==> config.mk <==
export PLATFORM = sky130hd
export DESIGN_NAME = req_gnt_initiator
export DESIGN_NICKNAME = d
export VERILOG_FILES = /design/src/rtl/req_gnt_pkg.sv /design/src/rtl/req_gnt_wait_timer.sv /design/src/rtl/req_gnt_initiator.sv
export SDC_FILE = /design/constraint.sdc
export NUM_CORES = 1
export LEC_CHECK = 0
export CORE_MARGIN = 4
export CORE_UTILIZATION = 35
export CTS_CLUSTER_DIAMETER = 100
export DETAILED_ROUTE_END_ITERATION = 8
export PLACE_DENSITY = 0.72
export SETUP_SLACK_MARGIN = 0.2
export SLEW_MARGIN = 15
export SYNTH_ARGS = -nofsm -noshare
export SYNTH_HDL_FRONTEND = slang
export SYNTH_SLANG_ARGS = --single-unit
==> constraint.sdc <==
create_clock -name clk -period 1.89 [get_ports clk]
set_input_delay 0.189 -clock clk [delete_from_list [all_inputs] [get_ports clk]]
set_output_delay 0.189 -clock clk [all_outputs]
set_load 0.01 [all_outputs]
==> src/rtl/req_gnt_pkg.sv <==
// Shared types and default configuration for the req/gnt initiator.
// The optional timeout-and-retry policy is enabled by defining REQ_GNT_TIMEOUT_EN.
package req_gnt_pkg;

    typedef enum logic [1:0] {
        S_IDLE,
        S_REQ,
        S_GAP
    } req_gnt_state_t;

    // What the GAP phase leads into once it has run its course.
    typedef enum logic {
        TAG_FINISH,
        TAG_REREQ
    } req_gnt_tag_t;

    localparam int DEF_MAX_WAIT  = 4;
    localparam int DEF_GAP       = 1;
    localparam int DEF_MAX_RETRY = 2;

endpackage

==> src/rtl/req_gnt_wait_timer.sv <==
// Loadable saturating down-counter; expired is high while the count sits at zero.
// Loading N makes expired rise on the (N+1)-th following edge.
module req_gnt_wait_timer #(
    parameter int W = 2
) (
    input  logic         clk,
    input  logic         reset,
    input  logic         load,
    input  logic [W-1:0] load_val,
    output logic         expired
);

    logic [W-1:0] count_reg;

    always_ff @(posedge clk) begin
        if (reset) begin
            count_reg <= '0;
        end else if (load) begin
            count_reg <= load_val;
        end else if (count_reg != '0) begin
            count_reg <= count_reg - 1'b1;
        end
    end

    assign expired = (count_reg == '0);

endmodule

==> src/rtl/req_gnt_initiator.sv <==
// Requesting side of the single-bit req/gnt handshake with an enforced idle gap.
// Define REQ_GNT_TIMEOUT_EN to bound each request by MAX_WAIT cycles with MAX_RETRY re-requests.
module req_gnt_initiator
    import req_gnt_pkg::*;
#(
    parameter int MAX_WAIT  = DEF_MAX_WAIT,
    parameter int GAP       = DEF_GAP,
    parameter int MAX_RETRY = DEF_MAX_RETRY,
    parameter int CNT_W     = 16
) (
    input  logic             clk,
    input  logic             reset,
    input  logic             cmd_valid,
    output logic             cmd_ready,
    output logic             req,
    input  logic             gnt,
    output logic             done,
    output logic             timeout,
    output logic             busy,
    output logic [CNT_W-1:0] xfer_cnt
);

    localparam int GAP_W = $clog2(GAP + 1);

    req_gnt_state_t   state_reg;
    req_gnt_tag_t     tag_reg;
    logic             req_reg;
    logic             done_reg;
    logic [CNT_W-1:0] xfer_cnt_reg;

    logic in_idle, in_req, in_gap;
    logic gap_load, gap_expired, wait_expiry;

    assign in_idle = (state_reg == S_IDLE);
    assign in_req  = (state_reg == S_REQ);
    assign in_gap  = (state_reg == S_GAP);

`ifdef REQ_GNT_TIMEOUT_EN
    localparam int WAIT_W  = $clog2(MAX_WAIT + 1);
    localparam int RETRY_W = (MAX_RETRY > 0) ? $clog2(MAX_RETRY + 1) : 1;

    logic [RETRY_W-1:0] retry_reg;
    logic               timeout_reg;
    logic               wait_load, wait_expired;

    // Reload on every entry into REQ, both fresh commands and re-requests.
    assign wait_load = (in_idle & cmd_valid) | (in_gap & gap_expired & (tag_reg == TAG_REREQ));

    req_gnt_wait_timer #(.W(WAIT_W)) u_wait_timer (
        .clk      (clk),
        .reset    (reset),
        .load     (wait_load),
        .load_val (WAIT_W'(MAX_WAIT - 1)),
        .expired  (wait_expired)
    );

    assign wait_expiry = in_req & wait_expired;
    assign timeout     = timeout_reg;
`else
    localparam int UNUSED_CFG = MAX_WAIT + MAX_RETRY;

    assign wait_expiry = 1'b0;
    assign timeout     = 1'b0;
`endif

    // Grant and expiry both end the REQ phase, so either one starts the gap.
    assign gap_load = in_req & (gnt | wait_expiry);

    req_gnt_wait_timer #(.W(GAP_W)) u_gap_timer (
        .clk      (clk),
        .reset    (reset),
        .load     (gap_load),
        .load_val (GAP_W'(GAP - 1)),
        .expired  (gap_expired)
    );

    always_ff @(posedge clk) begin
        if (reset) begin
            state_reg    <= S_IDLE;
            tag_reg      <= TAG_FINISH;
            req_reg      <= 1'b0;
            done_reg     <= 1'b0;
            xfer_cnt_reg <= '0;
`ifdef REQ_GNT_TIMEOUT_EN
            retry_reg    <= '0;
            timeout_reg  <= 1'b0;
`endif
        end else begin
            done_reg <= 1'b0;
`ifdef REQ_GNT_TIMEOUT_EN
            timeout_reg <= 1'b0;
`endif
            case (state_reg)
                S_IDLE: begin
                    if (cmd_valid) begin
                        state_reg <= S_REQ;
                        req_reg   <= 1'b1;
`ifdef REQ_GNT_TIMEOUT_EN
                        retry_reg <= '0;
`endif
                    end
                end
                S_REQ: begin
                    // Grant is checked first so it wins a same-cycle expiry.
                    if (gnt) begin
                        done_reg     <= 1'b1;
                        xfer_cnt_reg <= xfer_cnt_reg + 1'b1;
                        req_reg      <= 1'b0;
                        tag_reg      <= TAG_FINISH;
                        state_reg    <= S_GAP;
                    end else if (wait_expiry) begin
                        req_reg   <= 1'b0;
                        state_reg <= S_GAP;
`ifdef REQ_GNT_TIMEOUT_EN
                        if (retry_reg < RETRY_W'(MAX_RETRY)) begin
                            retry_reg <= retry_reg + 1'b1;
                            tag_reg   <= TAG_REREQ;
                        end else begin
                            timeout_reg <= 1'b1;
                            tag_reg     <= TAG_FINISH;
                        end
`else
                        tag_reg <= TAG_FINISH;
`endif
                    end
                end
                S_GAP: begin
                    if (gap_expired) begin
                        if (tag_reg == TAG_REREQ) begin
                            state_reg <= S_REQ;
                            req_reg   <= 1'b1;
                        end else begin
                            state_reg <= S_IDLE;
                        end
                    end
                end
                default: begin
                    state_reg <= S_IDLE;
                    req_reg   <= 1'b0;
                end
            endcase
        end
    end

    assign req       = req_reg;
    assign done      = done_reg;
    assign xfer_cnt  = xfer_cnt_reg;
    assign cmd_ready = in_idle;
    assign busy      = ~in_idle;

endmodule
After elaboration in Yosys (flattened, before gate mapping)
Cells that the tools add are included.
{"block": "totals", "ff_bits": 21, "in_bits": 4, "output_inout_bits": 21, "wordCells": 31}
{"block": "op_classes", "add_sub_neg": 2, "n_eq_ne": 5, "n_mux": 8, "n_bitwise": 5, "n_reduce_logical": 6}
{"op": "16-bit by 1-bit adder with 16-bit output (second input constant)", "count": 1}
{"op": "2-bit two-way mux", "count": 3}
{"op": "2-bit inequality test (second input constant)", "count": 3}
{"op": "2-bit case mux with 3 select lines", "count": 1}
{"op": "1-bit NOT", "count": 4}
{"op": "4-bit AND reduction", "count": 1}
{"op": "1-bit two-way mux", "count": 3}
{"op": "1-bit case mux with 3 select lines", "count": 1}
{"op": "3-bit AND reduction", "count": 1}
{"op": "3-bit OR reduction", "count": 1}
{"op": "2-bit by 1-bit equality test with 1-bit output (second input constant)", "count": 1}
{"op": "2-bit equality test (second input constant)", "count": 1}
{"op": "2-bit logical NOT", "count": 1}
{"op": "2-bit AND reduction", "count": 1}
{"op": "2-bit OR reduction", "count": 1}
{"op": "1-bit bitwise AND", "count": 1}
{"op": "1-bit subtractor (second input constant)", "count": 1}

Depth between registers and ports, before layout
Gate-level depths: netlist of run 1.
{"block": "depth", "word_depth": 3, "ltp_mapped": 5}

Modules after synthesis
Synthesis of run 1 repeated with hierarchy kept, for this count alone.
{"block": "unflattened", "cells_unflattened": 108, "area_unflattened_um2": 944.7}
{"mod": "req_gnt_initiator", "instances": 1, "cells_each": 105, "area_each_um2": 912.1, "seq_area_each_um2": 400.4}
{"mod": "req_gnt_wait_timer", "instances": 1, "cells_each": 3, "area_each_um2": 32.5, "seq_area_each_um2": 20.0}

Least setup slack after synthesis of run 1
No wires, ideal clock.
{"block": "synth_timing", "path_type": "flip-flop to flip-flop", "start": "register xfer_cnt_reg[3], in the netlist xfer_cnt[3]", "end": "register xfer_cnt_reg[15], in the netlist xfer_cnt[15]", "setup_ps": 71, "arrival_time_ps": 1470, "required_ps": 1819, "setup_slack_ps": 349, "path_stages_with_launch": 5, "period_less_slack_ps": 1541, "cell_sequence": "dfxtp_1 -> and4_4 -> nand4_4 -> or4_1 -> a21oi_1"}
{"block": "synth_between", "elab_chain_len": 1}
{"element": "start, declared", "line": "req_gnt_initiator.sv:29", "source": "logic [CNT_W-1:0] xfer_cnt_reg;"}
{"element": "start signal, assigned", "line": "req_gnt_initiator.sv:107", "source": "xfer_cnt_reg <= xfer_cnt_reg + 1'b1;"}
{"element": "16-bit by 1-bit adder with 16-bit output", "line": "req_gnt_initiator.sv:107"}
Every way passes these cells.
A chain may end at the register's enable or synchronous reset.

Worst setup path in the final report of run 1
{"block": "layout_timing", "start": "register xfer_cnt_reg[4], in the netlist xfer_cnt[4]", "end": "register xfer_cnt_reg[15], in the netlist xfer_cnt[15]"}
The elaborated chain is that of the path after synthesis.

==> flow_summary.ini, run 1 <==
[job]
max_cap_violation_count = 0

[placement]
standard_cell_area_after_detailed_placement_um2 = 1200
hpwl_after_detailed_placement_um = 1520
globalplace.congestion = 0.792
place.detailed.instances = 156
pre_cts_slack_ns = 0.115
buffer_ports.inserted = 23

[cells_and_area]
post_route_core_utilization_pct = 49.3
share_of_layout_cells_above_drive_strength_1_pct = 10.8
finalNetCount = 136
finish.instance_area_um2 = 1230
fill_cells = 249
finish.cell_count_without_fillers = 160
largest_register_ff_count = 16
antennaDiodeCount = 0
area_growth_syn_to_layout_pct = 32.2

[route]
avgRoutedWirePerCell_um = 12.3
drt_iter0_drc = 14
dr.pass1.iters = 4
dr_wl_met3_um = 87
detailed_routed_wire_length_on_met2_um = 1020
drt-met1-wl_um = 842
drc_errors = 0
vias_per_cell = 5.03
dr.max_layer_used = met4
drt.antenna.violating_nets = 0
totalWireLength_um = 1970
routed-via-count = 804

[synthesis]
number_of_flip_flops_and_latches_in_the_synthesized_netlist = 21
yosys.area.top_type = dfxtp_1
synth_sequential_area_ratio_pct = 45.0
yosys_warnings = 0
synth_area_per_cell_um2 = 9.06
synthTopCellsByArea = dfxtp_1 (45%), nor2_1 (6.0%), xor2_1 (5.6%)
synthesis.instances = 103
synth_area_um2 = 933
yosys_top_cell_area_share_pct = 45.0
yosys.cell_types.count = 33

[pwr]
totalPowerFinal_uw = 730
power_per_cell_area_nw_per_um2 = 592
leakagePower_nw = 0.453
irDropWorstVdd_uv = 426

[setup_path]
worst-endpoint-required_ns = 2.11
critPathMaxStageDelay_ns = 0.52
critPathArrivalTime_ns = 1.82
critical_path_peak_fanout = 6
critPathLaunch = xfer_cnt[4]$_SDFFE_PP0P_
critPathBufInv = 0
crit_slowest_cell = or4_1
worst_setup_path_end_kind = flop
start_kind = flop
worst-setup-path-type = reg -> reg
path_cells = and4_4 -> nand4_4 -> or4_1 -> a21oi_1
critical_path_cell_count = 4
crit_family = simple AND/OR/NAND/NOR gates
timing.rr.start = xfer_cnt[4]$_SDFFE_PP0P_
reg2reg_depth = 4

[timing]
sum_neg_setup_slack_ns = 0
fin_skew_ns = 0.00907
timing.max_slew.rel_slack_pct = 51.8
finalWorstPathRequiredPeriod_ns = 1.60
timing.final.hold_violations = 0
setup_viol = 0
max_freq_ghz = 0.624
timing.hold.ws_ns = 0.478
fin_ws_ns = 0.288
tightest_slew_ns = 0.720
grt_setup_unrepaired = no
final_min_period_over_clock_period_pct = 84.7
report.final.slew_viol_count = 0

[outcome]
status = finished, final reports clean

[clocking]
tritoncts.num_buffers = 3
cts_root_buf = clkbuf_4
cts.htree.levels = 1
cts.repair_timing.setup_buffer_count = 0
cts.hold.buffers_added = 0
clockBufferDepth = 2
cts_tree = done
clk_pin_slew_ns = 0.12
cts_sinks = 21
worstSkewPairLatency_ns = 0.30

[floorplan]
design.die.area_um2 = 3560
die_h_um = 59.6
die-width_um = 59.6
i_o_pin_cnt = 25
core-area_um2 = 2500
placement_rows = 18
starting_density_pct = 37.3

[hold_path]
worst_hold_path.num_cells = 2
hp-start = u_gap_timer.count_reg$_SDFF_PP0_
hold_path_class = reg -> reg

[global_routing]
grt_pass1_wl_um = 3580
grt_start_max_net_pins = 21
global_route.usage.total_pct = 13.2
grt_pass1_vias = 846
grt.overflow.total = 0
antenna_found_initial = 0
==> cells in the final DEF, fill, tap and decap left out, types with 2 or more instances in the layout <==
cell type,synthesis,layout
inv_1,2,2
nor3_1,2,2
dfxtp_1,21,19
nand2_1,5,5
a21oi_1,7,7
clkbuf_4,0,3
clkdlybuf4s50_1,0,21
buf_4,1,3
xnor2_1,4,4
conb_1,1,2
nand3_1,5,5
xor2_1,6,6
or3_1,4,4
o21ai_0,5,5
nand3b_1,2,2
nand4_1,3,3
nor2_1,15,15
dfxtp_2,0,2
==> tightest hold or removal path, cell delays in order (launching register included) <==
cell and delay, ns:
dfxtp_1 0.32, nand3b_1 0.07, a21oi_1 0.06
==> area by class of cell <==
type / instances / area (um2) / share of cell area (%)
flip-flops and latches: 21 / 423 / 34.3
multi-input cells: 77 / 484 / 39.2
clock buffers: 3 / 22.5 / 1.83
repair buffers: 26 / 254 / 20.6
clock inverters: 1 / 5.00 / 0.406
well taps: 30 / 37.5 / 3.04
inverters: 2 / 7.51 / 0.609
==> timing repair <==
| action | in CTS | in global routing |
|---|---|---|
| setup endpoints to repair | 1 | 2 |
| gates resized for setup | 3 | 2 |
| hold endpoints to repair | 0 | 0 |
==> layer usage <==
layer / up-vias / GRT usage, %
met5: - / 0
met4: 0 / 7.59
met3: 2 / 2.83
met2: 15 / 21.8
met1: 375 / 15.5
li1: 412 / -
==> path summary, 6_finish.rpt <==
path,to,slack [ns]
setup / recovery,xfer_cnt[15]$_SDFFE_PP0P_,0.29
hold / removal,state_reg[1]$_SDFFE_PP0P_,0.48
setup reg to reg,xfer_cnt[15]$_SDFFE_PP0P_,0.29
hold reg to reg,state_reg[1]$_SDFFE_PP0P_,0.48
==> cells in the mapped netlist <==
master and instances:
dfxtp_1 21, nor2_1 15, a21oi_1 7, xor2_1 6
nand2_1 5, nand3_1 5, o21ai_0 5, or3_1 4
xnor2_1 4, nand4_1 3, and3_1 2, clkbuf_1 2
inv_1 2, nand3b_1 2, nor3_1 2, a211oi_1 1
and2_1 1, and4_4 1, and4b_1 1, buf_4 1
buf_6 1, conb_1 1, ha_1 1, mux2i_1 1
nand2b_1 1, nand3_4 1, nand4_4 1, nand4b_1 1
nor4_1 1, o31ai_1 1, or2_2 1, or2b_1 1
or4_1 1
==> report_power, final <==
part           internal (mW)  leakage, nW  switching (mW)
Sequential             0.451        0.171         0.00934
Clock                 0.0788       0.0177           0.136
Combinational         0.0292        0.265          0.0255
==> cell families after synthesis <==
kind of cell	share of synthesized area (%)
AO/OA/AOI/OAI	8.04
XOR/XNOR	9.38
adder cells (fa/ha/maj)	1.34
buffers and inverters	3.62
flip-flops	45.0
multiplexers	1.07
other	0.402
AND/OR/NAND/NOR	31.1
No activity file was read; power rests on OpenSTA's default activity.
==> run 2, diff against run 1 <==
clock period = 1.5 ns   (was 1.89 ns; I/O delays follow)
==> flow_summary.ini, run 2 (same netlist as run 1, synthesis figures left out) <==
[outcome]
status = finished, final reports clean

[cells_and_area]
layout_commonest_cell = dlygate4sd2_1
finish.instance_area_um2 = 1430
largest_register_ff_count = 16
post_route_core_utilization_pct = 57.2
final_cell_mix = dlygate4sd2_1 (18), nor2_1 (15), buf_4 (15)
finish.cell_count_without_fillers = 175
share_of_layout_cells_above_drive_strength_1_pct = 39.3
area_growth_syn_to_layout_pct = 53.1
antennaDiodeCount = 0
finalNetCount = 151

[global_routing]
grt_pass1_vias = 891
grt.overflow.total = 0
grt_pass1_wl_um = 3780
grt_start_max_net_pins = 21
global_route.usage.total_pct = 13.8
antenna_found_initial = 0

[placement]
place.detailed.instances = 162
buffer_ports.inserted = 23
standard_cell_area_after_detailed_placement_um2 = 1280
hpwl_after_detailed_placement_um = 1590
pre_cts_slack_ns = -0.235
globalplace.congestion = 0.728

[hold_path]
hold_path_class = in -> reg

[timing]
fin_ws_ns = 0.0783
final_min_period_over_clock_period_pct = 94.8
finalWorstPathRequiredPeriod_ns = 1.42
timing.hold.ws_ns = 0.429
setup_viol = 0
max_freq_ghz = 0.703
sum_neg_setup_slack_ns = 0
report.final.slew_viol_count = 0
timing.final.hold_violations = 0
fin_skew_ns = 0.00950
grt_setup_unrepaired = yes

[pwr]
power_per_cell_area_nw_per_um2 = 647
leakagePower_nw = 0.614
totalPowerFinal_uw = 925
irDropWorstVdd_uv = 449

[route]
detailed_routed_wire_length_on_met2_um = 1280
drt.antenna.violating_nets = 0
avgRoutedWirePerCell_um = 13.7
dr_wl_met3_um = 94
drt-met1-wl_um = 1000
drt_iter0_drc = 16
routed-via-count = 899
dr.pass1.iters = 4
drc_errors = 0
vias_per_cell = 5.14
totalWireLength_um = 2400
dr.max_layer_used = met4

[clocking]
clk_pin_slew_ns = 0.11
cts_sinks = 21
cts_tree = done
cts.htree.levels = 1
cts.hold.buffers_added = 0
cts_root_buf = clkbuf_4
tritoncts.num_buffers = 3
worstSkewPairLatency_ns = 0.30
clockBufferDepth = 2

[floorplan]
i_o_pin_cnt = 25
starting_density_pct = 37.3
die_h_um = 59.6
core-area_um2 = 2500
die-width_um = 59.6
placement_rows = 18
design.die.area_um2 = 3560

[setup_path]
worst_setup_path_end_kind = flop
critical_path_peak_fanout = 5
worst-setup-path-type = reg -> reg
worst-endpoint-required_ns = 1.74
critPathArrivalTime_ns = 1.66
start_kind = flop

[job]
max_cap_violation_count = 0
## run 2: changes by cell type in the layout (fill, tap and decap cells not counted), sizes merged
cell | before | now
dlygate4sd2 | 1 | 18
clkdlybuf4s50 | 21 | 3
dlymetal6s2s | 1 | 0
clkbuf | 3 | 4
clkinv | 1 | 0
buf | 3 | 20
## run 2: metal layers
layer / GRT usage [%] / vias up
met5: 0 / -
met4: 4.75 / 0
met3: 2.18 / 4
met2: 23.6 / 21
met1: 17.3 / 432
li1: - / 442
## run 2: power breakdown
| group | internal, mW | total [mW] | switching [mW] | leakage [nW] |
|---|---|---|---|---|
| Clock | 0.104 | 0.273 | 0.169 | 0.0150 |
| Combinational | 0.0468 | 0.0873 | 0.0405 | 0.418 |
| Sequential | 0.556 | 0.565 | 0.00876 | 0.181 |
## run 2: path summary, 6_finish.rpt
path / to / slack, ns / startpoint / cells after the start
setup reg to reg: xfer_cnt[14]$_SDFFE_PP0P_ / 0.08 / state_reg[1]$_SDFFE_PP0P_ / 5
hold reg to reg: state_reg[1]$_SDFFE_PP0P_ / 0.47 / u_gap_timer.count_reg$_SDFF_PP0_ / 2
setup / recovery: xfer_cnt[14]$_SDFFE_PP0P_ / 0.08 / state_reg[1]$_SDFFE_PP0P_ / 5
hold / removal: state_reg[0]$_SDFFE_PP0P_ / 0.43 / cmd_valid / 3
## run 2: cell type report
type                            count  area [um2]
Tap cell                           30        37.5
Sequential cell                    21         460
Multi-Input combinational cell     77         541
Inverter                            2        7.51
Fill cell                         231        1070
Timing Repair Buffer               41         357
Clock buffer                        4        26.3
## run 2: critical path, cell delays in order, from the launching register on
cell and delay (ns):
dfxtp_4 0.37, and4b_2 0.32, buf_6 0.12, nand3_2 0.08, or3_4 0.37, a21oi_2 0.11
## run 2: repair_timing
item	CTS	global route
pin swaps	6	9
resized for setup	33	20
setup buffers	7	2
endpoints found under the setup margin	28	14
==> run 3, diff against run 2 <==
CTS_BUF_LIST = sky130_fd_sc_hd__clkbuf_16   (was not set)
==> flow_summary.ini, run 3 (same netlist as run 1, synthesis figures left out) <==
[cells_and_area]
final-seq-area_um2 = 454
finish.cell_count_without_fillers = 178
share_of_layout_cells_above_drive_strength_1_pct = 37.2
finish.instance_area_um2 = 1500
layout_commonest_cell = buf_4
fill_cells = 206
final_cell_mix = buf_4 (20), nor2_1 (15), dlygate4sd2_1 (12)
multi_input_comb_area_um2 = 533
finalNetCount = 154
antennaDiodeCount = 0
largest_register_ff_count = 16
area_growth_syn_to_layout_pct = 60.3

[route]
vias_per_cell = 4.99
drt.antenna.violating_nets = 0
drt_iter0_drc = 14
avgRoutedWirePerCell_um = 13.5
routed-via-count = 889
drc_errors = 0
totalWireLength_um = 2410
dr.pass1.iters = 4

[timing]
finalWorstPathRequiredPeriod_ns = 1.42
max_freq_ghz = 0.705
sum_neg_setup_slack_ns = 0
setup_viol = 0
final_min_period_over_clock_period_pct = 94.6
fin_skew_ns = 0.00378
report.final.slew_viol_count = 0
timing.final.hold_violations = 0
grt_setup_unrepaired = yes

[clocking]
cts_tree = done
cts_sinks = 21
cts.htree.levels = 1
cts_root_buf = clkbuf_16
clk_pin_slew_ns = 0.06
clockBufferDepth = 2
tritoncts.num_buffers = 3
worstSkewPairLatency_ns = 0.25

[setup_path]
crit_slowest_cell = or4_4
critPathBufInv = 0
critPathArrivalTime_ns = 1.60
worst-endpoint-required_ns = 1.69
start_kind = flop
worst-setup-path-type = reg -> reg
path_cells = and4b_2 -> nand3_4 -> or4_4 -> a21oi_2
crit_family = simple AND/OR/NAND/NOR gates
worst_setup_path_end_kind = flop
critical_path_peak_fanout = 7
critPathMaxStageDelay_ns = 0.43

[global_routing]
grt_start_max_net_pins = 21
grt.overflow.total = 0
grt_pass1_wl_um = 3890
global_route.usage.total_pct = 14.1
grt_pass1_vias = 885
antenna_found_initial = 0

[floorplan]
design.die.area_um2 = 3560
die_h_um = 59.6
starting_density_pct = 37.3
placement_rows = 18
die-width_um = 59.6
core-area_um2 = 2500
i_o_pin_cnt = 25

[placement]
buffer_ports.inserted = 23
place.detailed.instances = 162
hpwl_after_detailed_placement_um = 1590
standard_cell_area_after_detailed_placement_um2 = 1280
globalplace.congestion = 0.728

[pwr]
leakagePower_nw = 0.708
power_per_cell_area_nw_per_um2 = 799
irDropWorstVdd_uv = 593

[outcome]
status = finished, final reports clean

[job]
max_cap_violation_count = 0

[hold_path]
hold_path_class = in -> reg
-- run 3: layout make-up --
| class | count | share of cell area (%) |
|---|---|---|
| clock inverter | 1 | 0.251 |
| inverter | 2 | 0.502 |
| sequential | 21 | 30.4 |
| clock buffer | 3 | 5.02 |
| tap | 30 | 2.51 |
| timing repair buffer | 44 | 25.8 |
| multi-input combinational | 77 | 35.6 |
-- run 3: tightest hold or removal path, cell delays in order --
cell	delay [ns]
dlygate4sd2_1	0.25
or2b_1	0.12
a211oi_1	0.06
-- run 3: final timing paths --
path | startpoint | endpoint | slack (ns) | cells after the start
setup / recovery | state_reg[1]$_SDFFE_PP0P_ | xfer_cnt[15]$_SDFFE_PP0P_ | 0.08 | 4
hold / removal | gnt | state_reg[0]$_SDFFE_PP0P_ | 0.37 | 3
setup reg to reg | state_reg[1]$_SDFFE_PP0P_ | xfer_cnt[15]$_SDFFE_PP0P_ | 0.08 | 4
hold reg to reg | u_gap_timer.count_reg$_SDFF_PP0_ | state_reg[1]$_SDFFE_PP0P_ | 0.47 | 2
-- run 3: what timing repair did --
item                                    in CTS  in global routing
pin swaps                                    7                  3
setup buffers                                9                  3
gates resized for setup                     23                 19
endpoints found under the setup margin      28                 18
hold buffers                                 0                  0
-- run 3: where the power goes --
| group | switching (mW) | internal (mW) | leakage, nW | total, mW |
|---|---|---|---|---|
| sequential | 0.00852 | 0.559 | 0.179 | 0.567 |
| clock | 0.191 | 0.354 | 0.0423 | 0.545 |
| combinational | 0.0395 | 0.0443 | 0.487 | 0.0838 |
-- run 3: stage by stage --
stage                     setup slack, ns  util (%)  hold slack (ns)  power (mW)
after floorplan                    0.0874         -            0.323       0.621
after global placement             -0.160      51.1            0.450       0.664
after detailed placement           -0.235      51.1            0.459       0.666
after CTS                          0.0690      57.3            0.372        1.20
after global routing               0.0377      59.9            0.402        1.24
final                              0.0816      59.9            0.366        1.20
-- run 3: routing by layer --
layer	GRT usage (%)	vias up	wire length [um]
met3	2.18	2	87
met2	23.9	16	1220
met1	17.9	422	1090
met4	4.75	0	12
met5	0	-	0
li1	-	449	-
